===== src/rtl/mc_pkg.sv =====
// rtl/mc_pkg.sv - shared opcode, ALU and state encodings for the multicycle controller
// MC_ILLEGAL_TRAP_EN adds the HALT state to the state enum.
package mc_pkg;

  localparam logic [3:0] OP_RTYPE = 4'b0000;
  localparam logic [3:0] OP_LW    = 4'b0001;
  localparam logic [3:0] OP_SW    = 4'b0010;
  localparam logic [3:0] OP_BEQ   = 4'b0011;
  localparam logic [3:0] OP_ADDI  = 4'b0100;
  localparam logic [3:0] OP_J     = 4'b0101;

  localparam logic [1:0] ALUOP_ADD   = 2'b00;
  localparam logic [1:0] ALUOP_SUB   = 2'b01;
  localparam logic [1:0] ALUOP_FUNCT = 2'b10;

  localparam logic [2:0] FN_ADD = 3'b000;
  localparam logic [2:0] FN_SUB = 3'b001;
  localparam logic [2:0] FN_AND = 3'b010;
  localparam logic [2:0] FN_OR  = 3'b011;
  localparam logic [2:0] FN_SLT = 3'b100;

  localparam logic [2:0] ALU_AND = 3'b000;
  localparam logic [2:0] ALU_OR  = 3'b001;
  localparam logic [2:0] ALU_ADD = 3'b010;
  localparam logic [2:0] ALU_SUB = 3'b110;
  localparam logic [2:0] ALU_SLT = 3'b111;

  typedef enum logic [3:0] {
    S_FETCH, S_DECODE, S_MEMADR, S_MEMRD, S_MEMWB, S_MEMWR,
    S_EXEC, S_ALUWB, S_BRANCH, S_ADDIEX, S_ADDIWB, S_JUMP
`ifdef MC_ILLEGAL_TRAP_EN
    , S_HALT
`endif
  } state_t;

endpackage


===== src/rtl/mc_aludec.sv =====
// rtl/mc_aludec.sv - ALU control decode from aluop and funct
module mc_aludec
  import mc_pkg::*;
(
  input  logic [1:0] aluop,
  input  logic [2:0] funct,
  output logic [2:0] alucontrol
);

  always_comb begin
    alucontrol = ALU_ADD;
    case (aluop)
      ALUOP_SUB: alucontrol = ALU_SUB;
      ALUOP_FUNCT: begin
        case (funct)
          FN_ADD:  alucontrol = ALU_ADD;
          FN_SUB:  alucontrol = ALU_SUB;
          FN_AND:  alucontrol = ALU_AND;
          FN_OR:   alucontrol = ALU_OR;
          FN_SLT:  alucontrol = ALU_SLT;
          default: alucontrol = ALU_ADD;
        endcase
      end
      default: alucontrol = ALU_ADD;
    endcase
  end

endmodule


===== src/rtl/multicycle_controller.sv =====
// rtl/multicycle_controller.sv - Moore control FSM for the multicycle datapath
// MC_ILLEGAL_TRAP_EN: illegal opcodes trap into HALT and raise illegal.
module multicycle_controller
  import mc_pkg::*;
(
  input  logic       clk,
  input  logic       rst_n,
  input  logic [3:0] op,
  input  logic [2:0] funct,
  input  logic       zero,
  input  logic       mem_ready,
  output logic       pcen,
  output logic       memwrite,
  output logic       irwrite,
  output logic       regwrite,
  output logic       iord,
  output logic       memtoreg,
  output logic       regdst,
  output logic       alusrca,
  output logic [1:0] alusrcb,
  output logic [1:0] pcsrc,
  output logic [2:0] alucontrol,
  output logic       illegal
);

  state_t     state, next_state;
  logic       pcwrite, branch, mw, irw, rw;
  logic [1:0] aluop;
  logic [2:0] alu_dec;
`ifdef MC_ILLEGAL_TRAP_EN
  logic       halted;
`endif

  mc_aludec u_aludec (
    .aluop      (aluop),
    .funct      (funct),
    .alucontrol (alu_dec)
  );

  always_ff @(posedge clk or negedge rst_n) begin
    if (!rst_n) state <= S_FETCH;
    else        state <= next_state;
  end

  always_comb begin
    next_state = state;
    pcwrite    = 1'b0;
    branch     = 1'b0;
    mw         = 1'b0;
    irw        = 1'b0;
    rw         = 1'b0;
    iord       = 1'b0;
    memtoreg   = 1'b0;
    regdst     = 1'b0;
    alusrca    = 1'b0;
    alusrcb    = 2'b00;
    pcsrc      = 2'b00;
    aluop      = ALUOP_ADD;
`ifdef MC_ILLEGAL_TRAP_EN
    halted     = 1'b0;
`endif
    case (state)
      S_FETCH: begin
        alusrcb = 2'b01;
        irw     = mem_ready;
        pcwrite = mem_ready;
        if (mem_ready) next_state = S_DECODE;
      end
      S_DECODE: begin
        alusrcb = 2'b10;
        case (op)
          OP_LW, OP_SW: next_state = S_MEMADR;
          OP_RTYPE:     next_state = S_EXEC;
          OP_BEQ:       next_state = S_BRANCH;
          OP_ADDI:      next_state = S_ADDIEX;
          OP_J:         next_state = S_JUMP;
`ifdef MC_ILLEGAL_TRAP_EN
          default:      next_state = S_HALT;
`else
          default:      next_state = S_FETCH;
`endif
        endcase
      end
      S_MEMADR: begin
        alusrca    = 1'b1;
        alusrcb    = 2'b10;
        next_state = (op == OP_SW) ? S_MEMWR : S_MEMRD;
      end
      S_MEMRD: begin
        iord = 1'b1;
        if (mem_ready) next_state = S_MEMWB;
      end
      S_MEMWB: begin
        memtoreg   = 1'b1;
        rw         = 1'b1;
        next_state = S_FETCH;
      end
      S_MEMWR: begin
        iord = 1'b1;
        mw   = 1'b1;
        if (mem_ready) next_state = S_FETCH;
      end
      S_EXEC: begin
        alusrca    = 1'b1;
        aluop      = ALUOP_FUNCT;
        next_state = S_ALUWB;
      end
      S_ALUWB: begin
        regdst     = 1'b1;
        rw         = 1'b1;
        next_state = S_FETCH;
      end
      S_BRANCH: begin
        alusrca    = 1'b1;
        aluop      = ALUOP_SUB;
        pcsrc      = 2'b01;
        branch     = 1'b1;
        next_state = S_FETCH;
      end
      S_ADDIEX: begin
        alusrca    = 1'b1;
        alusrcb    = 2'b10;
        next_state = S_ADDIWB;
      end
      S_ADDIWB: begin
        rw         = 1'b1;
        next_state = S_FETCH;
      end
      S_JUMP: begin
        pcsrc      = 2'b10;
        pcwrite    = 1'b1;
        next_state = S_FETCH;
      end
`ifdef MC_ILLEGAL_TRAP_EN
      S_HALT: begin
        halted = 1'b1;
      end
`endif
      default: next_state = S_FETCH;
    endcase
  end

  // Gating with rst_n kills enables combinationally, so an abort never leaves a partial write.
  assign pcen       = rst_n & (pcwrite | (branch & zero));
  assign memwrite   = rst_n & mw;
  assign irwrite    = rst_n & irw;
  assign regwrite   = rst_n & rw;
  assign alucontrol = rst_n ? alu_dec : ALU_ADD;
`ifdef MC_ILLEGAL_TRAP_EN
  assign illegal    = rst_n & halted;
`else
  assign illegal    = 1'b0;
`endif

endmodule


===== config.mk =====
export PLATFORM = sky130hd
export DESIGN_NAME = multicycle_controller
export DESIGN_NICKNAME = d
export VERILOG_FILES = /design/src/rtl/mc_pkg.sv /design/src/rtl/mc_aludec.sv /design/src/rtl/multicycle_controller.sv
export SDC_FILE = /design/constraint.sdc
export NUM_CORES = 1
export LEC_CHECK = 0
export CAP_MARGIN = 20
export CORE_MARGIN = 1.5
export CORE_UTILIZATION = 30
export CTS_CLUSTER_SIZE = 40
export DETAILED_ROUTE_END_ITERATION = 7
export SLEW_MARGIN = 20
export SYNTH_ARGS = -nofsm -noshare
export SYNTH_HDL_FRONTEND = slang
export SYNTH_HIERARCHICAL = 1
export SYNTH_SLANG_ARGS = --single-unit

===== constraint.sdc =====
create_clock -name clk -period 6.15 [get_ports clk]
set_clock_uncertainty 0.15 [all_clocks]
set_input_delay 1.23 -clock clk [delete_from_list [all_inputs] [get_ports clk]]
set_output_delay 1.23 -clock clk [all_outputs]
set_load 0.01 [all_outputs]

* Yosys cells after proc, flatten, opt, wreduce, memory -nomap -nowiden
Cells that the tools add are included.
** Storage, ports and cells
- Bits in registers :: 4
- Input bits :: 11
- Output and inout port bits :: 16
- Word-level logic and storage cells :: 61
** Operators by class
- Eq/ne operators :: 25
- Multiplexer cells :: 21
- Bitwise operators :: 6
- Reduce and logical (&&, ||, !) cells :: 8
** Operators with widths (number)
- $pmux W4 S7 :: 1
- $eq A4 B3 Y1 const B :: 6
- $pmux W4 S5 :: 1
- $eq A4 B2 Y1 const B :: 4
- $eq A4 B4 Y1 const B :: 4
- $mux W4 :: 3
- $pmux W2 S2 :: 3
- $pmux W3 S4 :: 1
- $eq A4 B1 Y1 const B :: 2
- $logic_not A4 Y1 :: 2
- $mux W1 :: 8
- $eq A3 B2 Y1 const B :: 2
- $mux W3 :: 2
- $ne A2 B2 Y1 const B :: 3
- $pmux W3 S2 :: 1
- $reduce_or A3 Y1 :: 2
- $and A1 B1 Y1 :: 5
- $reduce_or A2 Y1 :: 2
- $reduce_or A4 Y1 :: 1
- $eq A3 B1 Y1 const B :: 1
- $eq A3 B3 Y1 const B :: 1
- $reduce_and A3 Y1 :: 1
- $eq A2 B1 Y1 const B :: 1
- $eq A2 B2 Y1 const B :: 1
- 2 further kinds :: 2

* Longest topological paths before layout
Gate-level depths: netlist of run 1.
- Depth after elaboration :: 5
- Depth in mapped cells :: 9

* Modules after synthesis
Netlist of run 1, hierarchy kept.
** Modules (own cells, without submodules)
- multicycle_controller :: instances 1, cells each 77, area an instance 549.3 um^2, seq. area each 100.1 um^2
- mc_aludec :: instances 1, cells each 14, area an instance 102.6 um^2, seq. area each 0.0 um^2

* Worst setup path after synthesis of run 1
No wires, ideal clock.
- Path kind :: input-to-output
- Start point :: input funct[1]
- End point :: output alucontrol[0]
- Arrival time :: 1.880 ns
- Path slack :: 2.890 ns
- Stages :: 3
- Buffers on the path :: 0
- Cells stage by stage :: or3b_1 > a21oi_1 > and2_1
** On the way
- Cells in the longest elaborated chain, start to end :: 4
- Elaborated cells between the ends (all ways) :: 7
- Classes of those cells :: eq/ne (4); mux (3)
** RTL lines
- from (decl) :: line multicycle_controller.sv:9 : input logic [2:0] funct,
- $eq A3 B3 Y1 (tied with other cells) :: line mc_aludec.sv:15 : case (funct)
- $pmux W3 S4 (*) :: line mc_aludec.sv:15
- $pmux W3 S2 (*) :: line mc_aludec.sv:12 : case (aluop)
- net alu_dec[0] :: line multicycle_controller.sv:29 : logic [2:0] alu_dec;
- $mux W3 (*) :: line multicycle_controller.sv:148 : assign alucontrol = rst_n ? alu_dec : ALU_ADD;
- to (decl) :: line multicycle_controller.sv:22 : output logic [2:0] alucontrol,
Mark *: on every way through the listed nets, which the timed path passes. The rest lies on a longest branch.

* Final worst setup path of run 1
- Start point :: input funct[2]
- End point :: output alucontrol[0]
The elaborated chain is that of the path after synthesis.

==> summary.txt, run 1 <==
Clocking
  – Clock buffer depth: 2
  – Clock H-tree levels: 1
  – Root buffer cell: sky130_fd_sc_hd__clkbuf_4
  – TritonCTS buffer count: 3
  – Hold-fix buffers, CTS: 0
  – Number of buffers added for setup after CTS: 0
  – Clock transition at the registers of the reported paths: 0.04 ns
  – Insertion delay to the later sink of the worst-skew pair: 0.24 ns
  – CTS resizes: 0
  – CTS Sinks: 4
  – TritonCTS clock tree: done

Final layout
  – Share of post-route cells with drive strength above 1: 4.46%
  – Largest registers: state x4
  – Most common library cell in the layout ignoring fill and taps: sky130_fd_sc_hd__clkdlybuf4s50_1
  – Most used cells in the layout excluding fill and tap cells: sky130_fd_sc_hd__clkdlybuf4s50_1 (25), sky130_fd_sc_hd__nand2b_1 (10), sky130_fd_sc_hd__inv_1 (7)
  – Post-route core utilization: 45.8%
  – Max reg flops: 4
  – Area growth from synthesis to layout: 40.5%
  – Reg with most FFs: state
  – Count of filler cells inserted in the layout: 217
  – Number of antenna repair diodes: 0
  – Nets@finish: 127

Floorplanning
  – Core Area: 2000 um2
  – Die width: 49.6 um
  – Area enclosed by the die boundary: 2460 um2
  – Core Rows: 16
  – Initial standard-cell utilization of the core: 32.6%
  – Num ports: 27
  – Chip Height: 49.6 um

Placement
  – Gpl congestion: 0.709
  – Pre-CTS setup slack: 1.81 ns
  – DP HPWL: 1300 um
  – Port Buffer Count: 25

GRT
  – Maximum number of pins on one net before global-route repair: 20
  – Global routing usage summed across all routing layers: 14.6%
  – Number of global-route vias before repair: 624
  – Global-route wire length before repair: 2820 um
  – Number of antenna violations at the first check in global routing: 0
  – Total overflow reported by the global router: 0

STA
  – Number of endpoints with negative hold slack in the final report: 0
  – Highest achievable clock rate: 232 MHz
  – Number of pins with negative max-slew slack in the final report: 0
  – Final Critical Period: 4.31 ns
  – Slew margin rel.: 62.5%
  – Crit share post-route: 70.1%
  – Setup TNS: 0 ns
  – RSZ-0062 raised after global routing: no
  – Worst hold margin: 0.532 ns
  – Final setup violating endpoints: 0
  – Worst Tran Pin Value: 0.562 ns
  – Final setup margin: 1.84 ns

Pwr
  – Total power divided by cell area: 315 nW/um2
  – Standby leakage power: 0.000352 uW
  – Overall power: 289 uW
  – Worst ir drop on vdd: 141 uV

Setup path
  – Data required time at the worst endpoint: 4.77 ns
  – WP data arrival: 2.93 ns
  – Worst Setup SP: funct[2]
  – Critical Path Fanout Max: 4
  – Critical setup path kind: in2out
  – FF-to-FF path depth: 3
  – FF-to-FF Start: state[0]$_DFFE_PN0P_
  – Most numerous cell on the critical path: sky130_fd_sc_hd__clkdlybuf4s50_1
  – Highest cell delay on the worst timing path: 0.52 ns
  – Slowest library cell on the worst path: sky130_fd_sc_hd__clkdlybuf4s50_1
  – Worst Setup Start Kind: input pin
  – Cell chain of the critical path: clkdlybuf4s50_1 -> or3b_1 -> a21oi_1 -> and2_1 -> clkdlybuf4s50_1
  – Register-to-register path setup slack: 4.47 ns
  – Crit path capture type: output port
  – Terminus of the critical flop-to-flop path: state[2]$_DFFE_PN0P_
  – Worst setup path end: alucontrol[0]

Detailed routing
  – Overall via count from detail_route: 698
  – Iteration-0 DRC count of the detailed router: 15
  – Routed wire length: 1660 um
  – Number of iterations in the first detailed-routing pass: 4
  – Post-route DRC violation count: 0
  – Post-DR wirelength/cell: 11.9 um
  – Via-per-instance ratio: 5.02
  – Antenna viol nets, final: 0

Logic synthesis
  – Portion of the post-synthesis area used by sequential elements: 15.4%
  – Unique masters post-synth: 39
  – Synth Cell Area: 652 um2
  – Syn. warnings: 6
  – Number of flip-flops and latches in the synthesized netlist: 4
  – Syn Area/Cell: 7.16 um2
  – Primary flip-flop cell chosen by synthesis mapping: sky130_fd_sc_hd__dfrtp_1
  – Net count after synthesis: 104
  – Instance count of the mapped netlist: 91
  – Synth async-reset ratio: 100%
  – Post-synth EDFFs: 0

Run status
  – Outcome: finished clean

Job
  – Max-cap viol count: 0

Hold path
  – Hold crit path type: reg2reg
[critical path: cells and delay by family]
family | cells | cell delay (ns)
compound gates | 1 | 0.16
simple gates | 2 | 0.50
buf+inv | 2 | 1.04
[metal layers]
metal | vias up | global-route usage [%] | part of all wire (%)
li1 | 363 | - | -
met1 | 314 | 20.7 | 48
met2 | 19 | 22.4 | 48
met3 | 2 | 1.82 | 2.8
met4 | 0 | 5.56 | 0.84
met5 | - | 0 | 0
[how the worst min path moves through the flow]
stage | end | from | slack, ns | depth (start not counted)
after detailed placement | state[0]$_DFFE_PN0P_ | state[3]$_DFFE_PN0P_ | 0.52 | 1
after global routing | state[0]$_DFFE_PN0P_ | state[3]$_DFFE_PN0P_ | 0.57 | 1
final | state[0]$_DFFE_PN0P_ | state[3]$_DFFE_PN0P_ | 0.53 | 1
after global placement | state[0]$_DFFE_PN0P_ | state[3]$_DFFE_PN0P_ | 0.53 | 1
after CTS | state[0]$_DFFE_PN0P_ | state[3]$_DFFE_PN0P_ | 0.53 | 1
after floorplan | state[2]$_DFFE_PN0P_ | state[1]$_DFFE_PN0P_ | 0.44 | 3
[synthesized netlist by cell type, drive strengths merged (3+ instances only)]
master  count  area, um2
and3b       3       26.3
nand2b     10       62.6
inv         7       26.3
o21ai       5       25.0
nand2       3       11.3
a21oi       6       30.0
dfrtp       4        100
buf         6       38.8
nor2        6       22.5
nor3        4       20.0
[report_power, final]
group | switching, uW | leakage [uW] | internal (uW)
Sequential | 41.7 | 0.0000525 | 35.5
Clock | 10.8 | 0.0000138 | 21.8
Combinational | 77.0 | 0.000286 | 102
[area by class of cell]
type,count,area (um2),area share (%)
Clock buffer,3,22.5,2.46
Inverter,7,26.3,2.87
Multi-Input combinational cell,73,483,52.7
Sequential cell,4,100,10.9
Tap cell,27,33.8,3.69
Timing Repair Buffer,25,250,27.3
[stage by stage]
stage / std cells / area [um2]
detailed placement: 136 / 893
CTS: 139 / 916
global route: 139 / 916
finish: 139 / 916
global placement: 136 / 893
floorplan: 91 / 652
[cell families (layout without fill, tap and decap cells)]
family / Yosys count / after routing / synth area share [%]
compound gates: 23 / 23 / 23.6
flops: 4 / 4 / 15.4
fa+ha+maj: 2 / 2 / 3.84
simple gates: 42 / 42 / 39.0
other cells: 1 / 1 / 0.575
mux: 2 / 2 / 3.07
xor+xnor: 3 / 3 / 4.03
buf+inv: 14 / 35 / 10.6
(Power assumes the default switching activity.)
==> inputs of run 2 (changes only) <==
==> constraint.sdc (replaced) <==
create_clock -name clk -period 4.34 [get_ports clk]
set_clock_uncertainty 0.15 [all_clocks]
set_input_delay 0.868 -clock clk [delete_from_list [all_inputs] [get_ports clk]]
set_output_delay 0.868 -clock clk [all_outputs]
set_load 0.01 [all_outputs]
==> run 2 against run 1 <==
Effect of this change: worst hold slack lost 0.0033 ns; utilization stayed put; flip-flop and latch count unchanged; sequential share of layout area unchanged; sequential power increased by 40%.
==> summary.txt, run 2 (synthesis results as in run 1) <==
Detailed routing
  – Post-route DRC violation count: 0 (unchanged)
  – Iteration-0 DRC count of the detailed router: 7 (-8)
  – Routed wire length: 1570 um (-5.5%)
  – Post-DR wirelength/cell: 11.3 um (-5.5%)
  – Via-per-instance ratio: 5.05 (+0.57%)
  – Overall via count from detail_route: 702 (+0.57%)
  – Number of iterations in the first detailed-routing pass: 4 (unchanged)
  – Antenna viol nets, final: 0 (unchanged)

Final layout
  – Count of filler cells inserted in the layout: 201 (-7.4%)
  – Share of post-route cells with drive strength above 1: 4.46% (unchanged)
  – Largest registers: state x4
  – Most common library cell in the layout ignoring fill and taps: sky130_fd_sc_hd__clkdlybuf4s50_1
  – Most used cells in the layout excluding fill and tap cells: sky130_fd_sc_hd__clkdlybuf4s50_1 (25), sky130_fd_sc_hd__nand2b_1 (10), sky130_fd_sc_hd__inv_1 (7)
  – FF/Latch Area: 100 um2 (unchanged)
  – Area growth from synthesis to layout: 40.5% (unchanged)
  – Number of antenna repair diodes: 0 (unchanged)
  – Reg with most FFs: state
  – Summed area of non-filler cells in the final layout: 916 um2 (unchanged)
  – Area of the multi-input gates: 483 um2 (unchanged)
  – Max reg flops: 4 (unchanged)
  – Nets@finish: 127 (unchanged)

Clocking
  – CTS Sinks: 4 (unchanged)
  – Insertion delay to the later sink of the worst-skew pair: 0.23 ns (about the same)
  – Clock transition at the registers of the reported paths: 0.04 ns (about the same)
  – Number of buffers added for setup after CTS: 0 (unchanged)
  – TritonCTS buffer count: 3 (unchanged)
  – CTS resizes: 0 (unchanged)
  – Root buffer cell: sky130_fd_sc_hd__clkbuf_4
  – Clock H-tree levels: 1 (unchanged)
  – TritonCTS clock tree: done
  – Hold-fix buffers, CTS: 0 (unchanged)
  – Clock buffer depth: 2 (unchanged)

Placement
  – Area post-placement: 893 um2 (unchanged)
  – DP HPWL: 1230 um (-5.5%)
  – Gpl congestion: 0.744 (+5.0%)
  – Pre-CTS setup slack: 0.669 ns (-1.14 ns)
  – Port Buffer Count: 25 (unchanged)

STA
  – RSZ-0062 raised after global routing: no
  – Crit share post-route: 88.7%
  – Final setup violating endpoints: 0 (unchanged)
  – Number of endpoints with negative hold slack in the final report: 0 (unchanged)
  – Final Critical Period: 3.85 ns
  – Slew margin rel.: 64.2% (+1.6 points)
  – Highest achievable clock rate: 260 MHz
  – Number of pins with negative max-slew slack in the final report: 0 (unchanged)
  – Worst Tran Pin Value: 0.538 ns (-0.0247 ns)
  – Final setup margin: 0.490 ns (-1.35 ns)
  – Setup TNS: 0 ns (unchanged)
  – Worst hold margin: 0.529 ns (-0.00326 ns)

Pwr
  – Combinational share of power: 62.0% (about the same)
  – Total power divided by cell area: 442 nW/um2 (+40%)
  – Part of the power in the clock network: 11.3% (about the same)
  – Total net switching power: 179 uW (+38%)
  – Overall power: 405 uW (+40%)
  – Standby leakage power: 0.000352 uW (unchanged)
  – Net Sw Frac: 44.3% (-0.61 points)
  – Sequential fraction of design power: 26.7% (about the same)
  – Worst ir drop on vdd: 360 uV (+160%)
  – Internal portion of total power: 226 uW (+42%)

Hold path
  – Hold crit path type: reg2reg

Floorplanning
  – Initial standard-cell utilization of the core: 32.6% (unchanged)
  – Chip Height: 49.6 um (unchanged)
  – Core Rows: 16 (unchanged)
  – Area enclosed by the die boundary: 2460 um2 (unchanged)
  – Num ports: 27 (unchanged)
  – Die width: 49.6 um (unchanged)
  – Core Area: 2000 um2 (unchanged)

Run status
  – Outcome: finished clean

Setup path
  – Crit path capture type: output port
  – Kind of cell adding the most delay to the critical path: simple AND/OR/NAND/NOR gates
  – Critical setup path kind: reg2out
  – WP data arrival: 2.83 ns (-0.10 ns)
  – Data required time at the worst endpoint: 3.32 ns (-1.45 ns)
  – Worst Setup Start Kind: register
  – Highest cell delay on the worst timing path: 0.56 ns (+0.04 ns)
  – Critical path buffers and inverters: 2 (unchanged)
  – Slowest library cell on the worst path: sky130_fd_sc_hd__dfrtp_1
  – Critical Path Fanout Max: 19 (+15)
  – Cell chain of the critical path: nand2b_1 -> nor3_1 -> inv_1 -> ha_1 -> or3b_1 -> o22ai_1 -> and2_1 -> clkdlybuf4s50_1

GRT
  – Number of antenna violations at the first check in global routing: 0 (unchanged)
  – Maximum number of pins on one net before global-route repair: 20 (unchanged)
  – Global-route wire length before repair: 2630 um (-6.9%)
  – Number of global-route vias before repair: 631 (+1.1%)
  – Total overflow reported by the global router: 0 (unchanged)
  – Global routing usage summed across all routing layers: 13.4% (-1.2 points)

Job
  – Max-cap viol count: 0 (unchanged)
## run 2: through the flow
step / std cells / util [%]
6_report: 139 / 45.8
4_1_cts: 139 / 45.8
5_1_grt: 139 / 45.8
3_3_place_gp: 136 / 44.6
3_5_place_dp: 136 / 44.6
2_1_floorplan: 91 / -
## run 2: worst reg2reg max path: stages, from the launching register on
cell,delay (ns)
sky130_fd_sc_hd__dfrtp_1,0.66
sky130_fd_sc_hd__nand2b_1,0.20
sky130_fd_sc_hd__o32a_1,0.37
sky130_fd_sc_hd__a22oi_1,0.20
## run 2: path summary, 6_finish.rpt
check | end | slack [ns] | from | cells after the start
min reg2reg | state[0]$_DFFE_PN0P_ | 0.53 | state[3]$_DFFE_PN0P_ | 1
max in group asynchronous | state[0]$_DFFE_PN0P_ | 3.07 | rst_n | 1
min | state[0]$_DFFE_PN0P_ | 0.53 | state[3]$_DFFE_PN0P_ | 1
max reg2reg | state[2]$_DFFE_PN0P_ | 2.67 | state[0]$_DFFE_PN0P_ | 3
min in group asynchronous | state[3]$_DFFE_PN0P_ | 0.74 | rst_n | 1
max | alucontrol[2] | 0.49 | state[2]$_DFFE_PN0P_ | 8
## run 2: cell type report
type	count	area share, %
tap	27	3.69
inverter	7	2.87
timing repair buffer	25	27.3
sequential	4	10.9
multi-input combinational	73	52.7
clock buffer	3	2.46
## run 2: power groups by stage
stage               sequential, uW  combinational [uW]  clock, uW
floorplan                     58.1                 209          0
global placement               107                 250          0
detailed placement             107                 253          0
CTS                            107                 253       46.8
global route                   117                 275       49.1
finish                         108                 251       45.8
## run 2: metal layers
layer / vias up / part of all wire, % / track usage, %
met5: - / 0 / 0
met4: 0 / 0 / 4.17
met3: 0 / 3.1 / 3.03
met2: 19 / 45 / 21.1
met1: 323 / 52 / 18.0
li1: 360 / - / -
